===== src/rtl/lock_pkg.sv =====
// Shared types and sizes for the keypad lock: state encoding and password geometry.
package lock_pkg;

  typedef enum logic [1:0] {
    ST_ENTRY   = 2'd0,
    ST_CHECK   = 2'd1,
    ST_OPEN    = 2'd2,
    ST_LOCKOUT = 2'd3
  } state_t;

  localparam int unsigned PWD_DIGITS = 6;
  localparam int unsigned DIGIT_W    = 4;
  localparam int unsigned PWD_W      = PWD_DIGITS * DIGIT_W;
  localparam int unsigned CNT_W      = 3;

  function automatic logic is_bcd(input logic [DIGIT_W-1:0] d);
    return d <= DIGIT_W'(9);
  endfunction

endpackage


===== src/rtl/digit_buffer.sv =====
// Six-digit BCD shift buffer with fill count; non-BCD digits and digits offered when full are dropped.
module digit_buffer
  import lock_pkg::*;
(
  input  logic               clk,
  input  logic               rst_n,
  input  logic               shift,
  input  logic               clear,
  input  logic [DIGIT_W-1:0] digit,
  output logic [PWD_W-1:0]   value,
  output logic [CNT_W-1:0]   count
);

  logic accept;

  assign accept = shift && is_bcd(digit) && (count < CNT_W'(PWD_DIGITS));

  always_ff @(posedge clk or negedge rst_n) begin
    if (!rst_n) begin
      value <= '0;
      count <= '0;
    end else if (clear) begin
      value <= '0;
      count <= '0;
    end else if (accept) begin
      value <= {value[PWD_W-DIGIT_W-1:0], digit};
      count <= count + CNT_W'(1);
    end
  end

endmodule


===== config.mk =====
export PLATFORM = sky130hd
export DESIGN_NAME = digit_buffer
export DESIGN_NICKNAME = d
export VERILOG_FILES = /design/src/rtl/lock_pkg.sv /design/src/rtl/digit_buffer.sv
export SDC_FILE = /design/constraint.sdc
export NUM_CORES = 1
export LEC_CHECK = 0
export ABC_AREA = 0
export CAP_MARGIN = 15
export CORE_MARGIN = 2
export CORE_UTILIZATION = 35
export CTS_CLUSTER_SIZE = 28
export DETAILED_ROUTE_END_ITERATION = 8
export PLACE_DENSITY = 0.62
export SKIP_LAST_GASP = 1
export SLEW_MARGIN = 20
export SYNTH_ARGS = -nofsm -noshare
export SYNTH_HDL_FRONTEND = slang
export SYNTH_SLANG_ARGS = --single-unit

===== constraint.sdc =====
create_clock -name clk -period 1.59 [get_ports clk]
set_input_delay 0.159 -clock clk [delete_from_list [all_inputs] [get_ports clk]]
set_output_delay 0.159 -clock clk [all_outputs]
set_load 0.01 [all_outputs]

# Word-level counts from Yosys, hierarchy flattened
# Index checks and enable logic that the tools add are counted.
dict set report word_totals {
  ram_bits 0
  latchBits 0
  register_bits 27
  output_inout_bits 27
  mem_count 0
  elab_cells 12
  romBits 0
  input_bits 8
}
dict set report classes {
  div_mod_pow 0
  n_eq_ne 0
  reduce_logical 3
  magnitude_cmp 2
  addsub 1
  muxes 4
  multipliers 0
  bitwise 0
  n_shift 0
}
# cell n
set ops {}
lappend ops {{$mux W24} 2}
lappend ops {{$mux W3} 2}
lappend ops {{$le A4 B4 Y1 const B} 1}
lappend ops {{$add A3 B1 Y3 const B} 1}
lappend ops {{$lt A3 B3 Y1 const B} 1}
lappend ops {{$logic_and A1 B1 Y1} 2}
lappend ops {{$reduce_bool A2 Y1} 1}

# Logic depth before layout (Yosys ltp)
dict set report depth {
  word_depth 5
  mapped_depth 5
  ltp_nobuf 3
}

# Worst setup path after synthesis
# OpenSTA, ideal clock, no wires.
dict set report synth_path {
  path_kind {register to register}
  from {register count[1]}
  to {register count[0]}
  arrival_time_ns 1.128
  period_less_slack_ns 1.253
  path_stages_with_launch 5
  required_ns 1.465
  setup_slack_ns 0.337
  path_buffers 1
  setup_time_ns 0.125
  cell_sequence {dfrtp_1 -> nand2_1 -> and3_1 -> buf_6 -> mux2_2}
}
dict set report synth_between {
  elab_chain_len 3
}
# item line
set synth_rtl {}
lappend synth_rtl {{start: declaration} digit_buffer.sv:11} ;# output logic [CNT_W-1:0] count
lappend synth_rtl {{start signal: assignment} digit_buffer.sv:27} ;# count <= count + CNT_W'(1);
lappend synth_rtl {{$lt A3 B3 Y1} digit_buffer.sv:16} ;# assign accept = shift && is_bcd(digit) && (count < CNT_W'(PWD_DIGITS));
lappend synth_rtl {{$logic_and A1 B1 Y1} digit_buffer.sv:16}
lappend synth_rtl {{$reduce_bool A2 Y1 (no line)} n/a}
# Every way passes these cells.
# A chain may end at the register's enable or synchronous reset.

# Final worst setup path
dict set report layout_path {
  from {register count[0]}
  to {output count[0]}
}
# No word-level cell between the ends.

==> results.json <==
{
  "root_buffer": "clkbuf_4",
  "synthesis.area_sq_mm": 0.001191,
  "cts.path.max_buffers": 2,
  "yosys.cell_types.count": 17,
  "period_share_pct": 92.17,
  "grt_pass1_vias": 846,
  "start_util_pct": 35.98,
  "layout-drive-gt1-share_pct": 8.633,
  "postCtsSetupBuffers": 0,
  "syn_nets": 110,
  "setup_viol": 0,
  "die_area_sq_mm": 0.003886,
  "clk_latency_ps": 320,
  "grt_setup_unrepaired": "no",
  "rows": 21,
  "vias_per_cell": 4.627,
  "die_h_um": 62.34,
  "grtUsageTotal_pct": 13.27,
  "synth_common_cells": "nand2_1 (31), dfrtp_1 (27), mux2i_1 (25)",
  "synth.most_common_cell": "nand2_1",
  "cts.sinks": 27,
  "hold_buffers": 0,
  "synth_area_leader_cell": "dfrtp_1",
  "ff2ff_path_depth": 4,
  "numCtsBuffers": 3,
  "synth_area_leaders": "dfrtp_1 (57%), mux2i_1 (21%), nand2_1 (9.8%), buf_12 (3.4%), ha_1 (1.1%)",
  "num_vias": 856,
  "dr.pass1.iters": 4,
  "antennaDiodeCount": 0,
  "final_max_slew_viol_count": 0,
  "path_delay_family": "buffers and inverters",
  "hp-class": "in2async",
  "fin_tns_setup_ps": 0,
  "syn_inst": 101,
  "status": "finished clean",
  "reg2reg_from": "count[1]",
  "worstMarginPinSlew_ps": 344.7,
  "syn_avg_cell_area_sq_um": 11.79,
  "setup.worst_path.start_class": "register",
  "coreArea_sq_mm": 0.003311,
  "fmax_mhz": 682.4,
  "worstReg2RegEnd": "value[5]",
  "async_reset_ff_share_pct": 100.0,
  "cp_slowest_cell": "clkdlybuf4s50_1",
  "relSlewSlack_pct": 77.02,
  "antenna_found_initial": 0,
  "cp_max_fo": 4,
  "die_w_um": 62.34,
  "critPathRequiredTime_ps": 1430,
  "grt_pass1_wl_um": 4098,
  "critPathMaxStageDelay_ps": 560,
  "fin_crit_ps": 1465,
  "portBuffers": 34,
  "drc": 0,
  "synth_edf_count": 0,
  "dp.final_hpwl_um": 1734,
  "crit_path_end_kind": "output port",
  "htreeDepth": 1,
  "power_density_mw_per_mm2": 723.7,
  "post_drt_wl_per_cell_um": 13.04,
  "cts-resized-gates": 0,
  "drt-total-wl_um": 2413,
  "ys_warn_count": 0,
  "worst-setup-path-type": "reg2out",
  "io_pins": 35,
  "synth_seq_cells": 27,
  "ant_nets": 0,
  "crit_start": "count[0]",
  "final_util_pct": 48.26,
  "cts_tree": "yes",
  "cap_violations": 0,
  "seq_area_frac_synth_pct": 56.72,
  "grt_max_degree": 31,
  "yosysTopAreaCellShare_pct": 56.72,
  "leakagePower_uw": 0.0007281,
  "path_cells": "clkdlybuf4s50_1",
  "clock_skew_ps": 5.677,
  "vdd_ir_drop_max_v": 0.0004330,
  "clk_pin_slew_ps": 140,
  "dr.first_iter.drc_count": 22,
  "gp_congestion": 0.7216,
  "fin_nets": 149,
  "reg2reg_setup_slack_ps": 290,
  "hold_viol_final": 0,
  "crit_buf_inv": 1,
  "grt.overflow.total": 0,
  "synth_flop_cell": "dfrtp_1",
  "syn_to_final_growth_pct": 34.14,
  "critPathArrivalTime_ps": 1310
}
power breakdown:
part	switching [uW]	leakage, uW	internal (uW)	total, uW
clock	194	0.0000150	98.1	292
sequential	9.79	0.000374	700	710
combinational	76.5	0.000339	77.6	154
routing by layer:
layer,wire [um],GRT usage [%],up-vias
met3,105,2.355,2
met5,0,0,-
li1,-,-,416
met4,14,5.833,0
met1,1248,19.08,416
met2,1044,19.70,22
stage by stage:
stage / power (uW) / instance area [sq um] / setup slack, ps / hold WS (ps) / instances
finish: 1156 / 1598 / 124.5 / 191.3 / 185
CTS: 1176 / 1598 / 100.5 / 190.1 / 185
global route: 1212 / 1598 / 62.95 / 202.6 / 185
global placement: 876.6 / 1572 / 92.43 / 525.4 / 181
detailed placement: 878.9 / 1572 / 56.01 / 532.4 / 181
floorplan: 809.4 / 1191 / 337.2 / -136.6 / 101
sequential cells by signal, indices dropped and copies added (netlist names):
signal  count
value      24
count       3
final cells by class:
cell class / instances / area [sq um]
timing repair buffer: 40 / 385.4
tap: 46 / 57.56
sequential: 27 / 675.6
fill: 338 / 1713
clock buffer: 4 / 26.28
inverter: 1 / 3.754
multi-input combinational: 67 / 449.2
how the worst max path moves through the flow:
stage                     end  slack [ps]  depth (start not counted)
finish               count[0]         120                          1
CTS                  count[0]         100                          1
detailed placement  value[22]          60                          5
global route         count[0]          60                          1
global placement     value[1]          90                          5
floorplan            count[0]         340                          4
cells by family (layout without fill, tap and decap cells):
logic type / Yosys count / count (layout) / synth area share, %
buffers and inverters: 7 / 45 / 5.567
adders and majority gates: 1 / 1 / 1.050
muxes: 26 / 26 / 21.95
AOI/OAI and AO/OA: 3 / 3 / 2.206
and+or+nand+nor: 37 / 37 / 12.50
DFF: 27 / 27 / 56.72
layout by cell type (no fill, tap or decap), drive strengths merged:
| cell type | instances |
|---|---|
| nand2 | 31 |
| clkbuf | 4 |
| dfrtp | 27 |
| o21ai | 1 |
| buf | 6 |
| nor2b | 1 |
| a31o | 1 |
| inv | 1 |
| mux2 | 1 |
| or2b | 1 |
| a41oi | 1 |
| nor2 | 2 |
| nand3 | 1 |
| ha | 1 |
| clkdlybuf4s50 | 34 |
| and3 | 1 |
| mux2i | 25 |
Note: power is estimated with default switching activity, not from simulation.
